**config.mk**
```make
export PLATFORM = sky130hd
export DESIGN_NAME = reg_bank
export DESIGN_NICKNAME = d
export VERILOG_FILES = /design/src/rtl/reg_bank.sv
export SDC_FILE = /design/constraint.sdc
export NUM_CORES = 1
export LEC_CHECK = 0
export CELL_PAD_IN_SITES_DETAIL_PLACEMENT = 2
export CELL_PAD_IN_SITES_GLOBAL_PLACEMENT = 2
export CORE_MARGIN = 2
export CORE_UTILIZATION = 36
export DETAILED_ROUTE_END_ITERATION = 16
export PLACE_DENSITY = 0.77
export SYNTH_ARGS = -nofsm -noshare
export SYNTH_HDL_FRONTEND = slang
export SYNTH_SLANG_ARGS = --single-unit
```
**constraint.sdc**
```tcl
create_clock -name clk -period 3.9 [get_ports clk]
set_input_delay 0.39 -clock clk [delete_from_list [all_inputs] [get_ports clk]]
set_output_delay 0.39 -clock clk [all_outputs]
set_load 0.02 [all_outputs]
```
**src/rtl/reg_bank.sv**
```systemverilog
// rtl/reg_bank.sv - parametrised register/counter bank with one ALU-style write port and two read ports
module reg_bank #(
  parameter  int WIDTH  = 8,
  parameter  int DEPTH  = 4,
  localparam int ADDR_W = $clog2(DEPTH)
) (
  input  logic              clk,
  input  logic              reset,
  input  logic              en,
  input  logic [2:0]        op,
  input  logic [ADDR_W-1:0] waddr,
  input  logic [WIDTH-1:0]  in,
  input  logic [ADDR_W-1:0] raddr_a,
  input  logic [ADDR_W-1:0] raddr_b,
  output logic [WIDTH-1:0]  out_a,
  output logic [WIDTH-1:0]  out_b,
  output logic              carry,
  output logic              zero
);

  localparam logic [2:0] OP_HOLD  = 3'b000;
  localparam logic [2:0] OP_LOAD  = 3'b001;
  localparam logic [2:0] OP_CLEAR = 3'b010;
  localparam logic [2:0] OP_INC   = 3'b011;
  localparam logic [2:0] OP_DEC   = 3'b100;
  localparam logic [2:0] OP_SHL   = 3'b101;
  localparam logic [2:0] OP_SHR   = 3'b110;
  localparam logic [2:0] OP_ROL   = 3'b111;

  // One extra bit so DEPTH itself is representable when DEPTH is a power of two.
  localparam logic [ADDR_W:0] DEPTH_C = (ADDR_W + 1)'(DEPTH);

  logic [WIDTH-1:0] regs_q [DEPTH];
  logic             carry_q;
  logic             zero_q;

  logic             wr_in_range;
  logic             rd_a_in_range;
  logic             rd_b_in_range;
  logic             wr_exec;
  logic [WIDTH-1:0] cur_v;
  logic [WIDTH-1:0] wdata_d;
  logic             carry_d;

  assign wr_in_range   = ({1'b0, waddr}   < DEPTH_C);
  assign rd_a_in_range = ({1'b0, raddr_a} < DEPTH_C);
  assign rd_b_in_range = ({1'b0, raddr_b} < DEPTH_C);

  // HOLD and out-of-range targets leave registers and flags untouched.
  assign wr_exec = en && wr_in_range && (op != OP_HOLD);
  assign cur_v   = wr_in_range ? regs_q[waddr] : '0;

  // Result and carry of the requested op on the addressed register's pre-edge value.
  always_comb begin
    wdata_d = cur_v;
    carry_d = carry_q;
    case (op)
      OP_LOAD: begin
        wdata_d = in;
        carry_d = 1'b0;
      end
      OP_CLEAR: begin
        wdata_d = '0;
        carry_d = 1'b0;
      end
      OP_INC: begin
        wdata_d = cur_v + WIDTH'(1);
        carry_d = &cur_v;
      end
      OP_DEC: begin
        wdata_d = cur_v - WIDTH'(1);
        carry_d = (cur_v == '0);
      end
      OP_SHL: begin
        wdata_d = {cur_v[WIDTH-2:0], 1'b0};
        carry_d = cur_v[WIDTH-1];
      end
      OP_SHR: begin
        wdata_d = {1'b0, cur_v[WIDTH-1:1]};
        carry_d = cur_v[0];
      end
      OP_ROL: begin
        wdata_d = {cur_v[WIDTH-2:0], cur_v[WIDTH-1]};
        carry_d = cur_v[WIDTH-1];
      end
      default: begin
        wdata_d = cur_v;
        carry_d = carry_q;
      end
    endcase
  end

  // State update: reset wins over any write; only the addressed register changes.
  always_ff @(posedge clk) begin
    if (reset) begin
      for (int i = 0; i < DEPTH; i++) begin
        regs_q[i] <= '0;
      end
      carry_q <= 1'b0;
      zero_q  <= 1'b0;
    end else if (wr_exec) begin
      regs_q[waddr] <= wdata_d;
      carry_q       <= carry_d;
      zero_q        <= (wdata_d == '0);
    end
  end

  // Reads come straight from stored state, so a same-cycle write is not bypassed.
  always_comb begin
    out_a = rd_a_in_range ? regs_q[raddr_a] : '0;
    out_b = rd_b_in_range ? regs_q[raddr_b] : '0;
  end

  assign carry = carry_q;
  assign zero  = zero_q;

endmodule
```
# After elaboration in Yosys (flattened, before gate mapping)
# Memory sizes are Yosys's and may differ from the RTL's.
# Index checks and enable logic that the tools add are counted.
[word_totals] regBits=2 ram_bits=32 inputBits=20 out_inout_bits=18 word_cells=32 mem_count=1
[classes] addsub=2 n_eq_ne=7 muxes=10 reduce_logical=10
[mem_list] memory="regs_q" words=4 word_bits=8 rd=3 rd_ports_with_merged_regs=0 write_ports=4 line_no="33" source="logic [WIDTH-1:0] regs_q [DEPTH];"
[op_table] op="$pmux 8 s7" count=1
[op_table] op="$logic_not 8->1" count=2
[op_table] op="$eq 3x3->1 const B" count=4
[op_table] op="$add 8x1->8 const B" count=1
[op_table] op="$mux 8" count=1
[op_table] op="$reduce_and 8->1" count=1
[op_table] op="$reduce_or 8->1" count=1
[op_table] op="$sub 8x1->8 const B" count=1
[op_table] op="$eq 3x2->1 const B" count=2
[op_table] op="$mux 1" count=6
[op_table] op="$pmux 1 s5" count=1
[op_table] op="$reduce_bool 5->1" count=1
[op_table] op="$reduce_or 2->1" count=2
[op_table] op="$eq 3x1->1 const B" count=1
[op_table] op="$reduce_bool 3->1" count=1
[op_table] op="$mux 2" count=1
[op_table] op="$reduce_and 2->1" count=1
[op_table] op="$logic_and 1x1->1" count=1

# Logic depth before layout (Yosys ltp)
[depth] depth_word=7 ltp_mapped=12 depth_no_buf=10

# Worst setup path after synthesis
# Ideal clock, no wire load.
[synth_path] path_type="input -> register" start="input port waddr[0]" end="register zero_q (netlist: zero)" setup_ns=0.116 t_arrival_ns=2.767 required_time_ns=3.784 setup_slack_ns=1.016 cell_stages=12 n_path_buf=2 path_cell_list="buf_6 > mux4_2 > buf_2 > xor2_1 > ha_1 > xnor2_1 > o21ai_0 > a31oi_1 > a31o_1 > nor4bb_1 > and3_1 > a41o_1"
[synth_via] elab_chain_len=4 elab_cells_between_ends=5 cone_classes="add/sub (2); mux (1); reduce/logical (1); memory (1)"
[synth_lines] item="from (decl)" line_no="11" source="input logic [ADDR_W-1:0] waddr,"
[synth_lines] item="$mem_v2 4x8 (*)"
[synth_lines] item="$sub 8x1->8 / $add 8x1->8 (equally long branches)" line_no="71, 67"
[synth_lines] item="$pmux 8 s7 (*)" line_no="57" source="case (op)"
[synth_lines] item="$logic_not 8->1 (*)" line_no="104" source="zero_q <= (wdata_d == '0);"
[synth_lines] item="to (signal assigned)" line_no="104"
[synth_lines] item="to (decl)" line_no="35" source="logic zero_q;"
# Every way passes the cells marked *; elsewhere a longest branch is shown, timed or not.
# A chain may end at the register's enable or synchronous reset.

==> flow_summary_export.csv <==
group,metric,value,unit
worst_setup_path,r2r_end,"regs_q[0][5]$_SDFFCE_PN0P_",
power,fin_total_pwr,1040,uW
worst_setup_path,critPathKind,"in -> reg",
timing,rsz0062_at_grt,"no",
clock_tree,cts.sinks,34,
global_routing,antenna_found_initial,0,
worst_setup_path,cp_num_buf_inv,3,
timing,relSlewSlack,59.86,%
global_routing,grt_util_all_layers,24.16,%
synth,yosys.area_share.simple,18.49,%
worst_setup_path,slowest_stage,"clkdlybuf4s50_1",
synth,synth.distinct_cells,59,
run_status,status,"finished clean",
timing,setup_viol,0,
synth,postSynthCellCount,243,
cells_and_area,area_growth,23.18,%
worst_setup_path,worstPathArrival,3.51,ns
synth,synth_edf_count,32,
worst_setup_path,worstSetupEndpointType,"flop",
timing,tightest_slew,0.6003,ns
global_routing,grt-ovfl-total,0,
die,die_h,90.51,microns
route,antenna_left,0,
worst_setup_path,critPathLaunchType,"input port",
route,drt_pass1_iterations,4,
clock_tree,htreeDepth,2,
route,drc,0,
hold_path,hp-class,"reg -> reg",
cells_and_area,seqCellArea,0.001001,sq mm
clock_tree,clockBufferDepth,2,
synth,synth_top_family_by_area,"multiplexers",
route,num_vias,2367,
die,start_util,37.14,%
synth,ys_seq_elements,34,
synth,yosysSeqAreaShare,37.16,%
synth,synthArstFlopShare,0,%
timing,clock.fmax,0.2888,GHz
die,die_area,0.008191,sq mm
cells_and_area,diodes,0,
synth,synth_mux_area_share,21.64,%
placement,place_area,0.003239,sq mm
hold_path,min-delay-start,"carry$_SDFFE_PP0P_",
global_routing,grt_max_degree,13,
die,row_count,31,
worst_setup_path,crit_required,3.95,ns
timing,tns,0,ns
clock_tree,cts-resized-gates,0,
placement,place_hpwl,7309,microns
clock_tree,cts_hold_buf,0,
worst_setup_path,worst-path-stages,11,
worst_setup_path,cp_max_fo,9,
route,wl_per_cell,24.45,microns
placement,place_congestion,0.8468,
die,pin_count,38,
cells_and_area,nFillCells,769,
die,coreArea,0.007253,sq mm
timing,skew,0.004670,ns
synth,synth_area,0.002694,sq mm
timing,hold_ws,0.5072,ns
worst_setup_path,reg2reg_depth,9,
synth,yosysWarnings,0,
clock_tree,cts_root_buffer,"clkbuf_8",
placement,io_buffers,37,
clock_tree,cts_tree,"done",
cells_and_area,multi_input_area,0.001598,sq mm
timing,period_minus_slack,3.462,ns
clock_tree,post_cts_buffers,0,
worst_setup_path,r2r_setup_slack,0.93,ns
hold_path,whs_endpoint,"carry$_SDFFE_PP0P_",
cells_and_area,final_nets,313,
synth,synth_xor_area_share,1.301,%
clock_tree,cts_buffers,5,
global_routing,grt_pass1_wl,15060,microns
clock_tree,clk_pin_slew,0.07,ns
timing,slew_violations,0,
route,viasPerCell,6.132,
worst_setup_path,r2r_start,"regs_q[3][2]$_DFFE_PP_",
synth,synthAdderAreaFrac,3.158,%
power,cellPowerDensity,313.5,mW/mm^2
worst_setup_path,critical_path.top_delay_family,"buffers and inverters",
route,drt_iter0_markers,201,
cells_and_area,final_layout_size_suffix_gt1_share,20.56,%
worst_setup_path,max_stage_delay,0.64,ns
hold_path,hold-path-cell-count,2,
synth,synth_flop_cell,"edfxtp_1",
die,die_w,90.51,microns
synth,avgSynthCellArea,11.09,sq um
synth,synth_compound_area_share,14.72,%
timing,finalCritPeriodShare,88.77,%
route,wirelength,9437,microns
clock_tree,worstSkewPairLatency,0.29,ns
global_routing,grt_pass1_vias,2485,
power,p_leak,0.001168,uW
synth,syn_nets,269,
flow_run,cap_violations,0,
worst_setup_path,path_cells,"clkdlybuf4s50_1, buf_4, mux4_2, ha_1, a21oi_1, o22ai_1, o21ai_0, nand3_1, o22ai_1, buf_4, nor2_1",
cells_and_area,post-route-cell-area,0.003318,sq mm
power,peakVddDrop,164.0,uV
timing,hold_violations,0,
## registers in the layout (all words and copies together), names as in the netlist
register,flops
carry,1
regs_q,32
zero,1
## metrics by stage
stage	utilization [%]	setup slack, ns	cells
after global placement	44.66	0.2749	379
after CTS	45.75	0.4437	386
final	45.75	0.4379	386
after floorplan	-	1.016	243
after global routing	45.75	0.1878	386
after detailed placement	44.66	0.1621	379
## final cells by class
class                      count  area share, %
tap                           99          3.733
inverter                       5         0.5656
clock inverter                 2         0.3017
clock buffer                   5          2.074
sequential                    34          30.17
timing repair buffer          54          15.01
multi-input combinational    187          48.15
## synthesized netlist by cell type, types with 3 or more instances
master / instances / area [sq um]
and2_1: 3 / 18.77
clkbuf_1: 9 / 33.78
nand2b_1: 7 / 43.79
nor2_1: 37 / 138.9
inv_1: 4 / 15.01
a22oi_1: 5 / 37.54
a21oi_1: 6 / 30.03
or3_1: 5 / 31.28
buf_2: 4 / 20.02
nand3_1: 5 / 25.02
o21ai_0: 11 / 55.05
ha_1: 6 / 75.07
a31oi_1: 3 / 18.77
nand2_1: 14 / 52.55
edfxtp_1: 32 / 960.9
mux4_2: 25 / 563.0
buf_1: 3 / 11.26
nor2b_1: 4 / 25.02
## how the worst max path moves through the flow
stage             start                         end  slack (ns)
2_1_floorplan  waddr[0]           zero$_SDFFE_PP0P_        1.02
4_1_cts        waddr[0]  regs_q[0][6]$_SDFFCE_PN0P_        0.44
3_5_place_dp   waddr[0]           zero$_SDFFE_PP0P_        0.16
3_3_place_gp   waddr[0]  regs_q[0][6]$_SDFFCE_PN0P_        0.27
6_report       waddr[0]  regs_q[0][6]$_SDFFCE_PN0P_        0.44
5_1_grt        waddr[0]  regs_q[0][6]$_SDFFCE_PN0P_        0.19
## routing by layer
| metal | track usage, % | routed length (microns) | up-vias |
|---|---|---|---|
| met5 | 0 | 0 | - |
| met4 | 2.821 | 51 | 0 |
| met3 | 3.589 | 370 | 7 |
| met2 | 42.23 | 4891 | 61 |
| met1 | 32.81 | 4124 | 1257 |
| li1 | - | - | 1042 |
## cell families (layout without fill, tap and decap cells)
family                     after synthesis  in the layout
buffers and inverters                   22             66
xor gates and xnor gates                 4              4
and+or+nand+nor                         96             96
adders and majority gates                7              7
DFF                                     34             34
AOI/OAI and AO/OA                       53             53
muxes                                   27             27
## tightest hold or removal path, delay by kind of cell (launching register included)
kind | cells | cell delay [ns]
flip-flops | 1 | 0.34
AND/OR/NAND/NOR | 1 | 0.07
AO/OA/AOI/OAI | 1 | 0.06
## power breakdown
part | switching (uW) | internal, uW
registers | 18.6 | 422
clock network | 135 | 120
logic | 188 | 156
## cells in the final DEF, fill, tap and decap left out, types with 6 or more instances in the layout
| cell | count |
|---|---|
| nor2_1 | 37 |
| clkdlybuf4s50_1 | 37 |
| edfxtp_1 | 32 |
| mux4_2 | 25 |
| buf_4 | 17 |
| nand2_1 | 14 |
| o21ai_0 | 11 |
| nand2b_1 | 7 |
| a21oi_1 | 6 |
| ha_1 | 6 |
No activity file was read; power rests on OpenSTA's default activity.
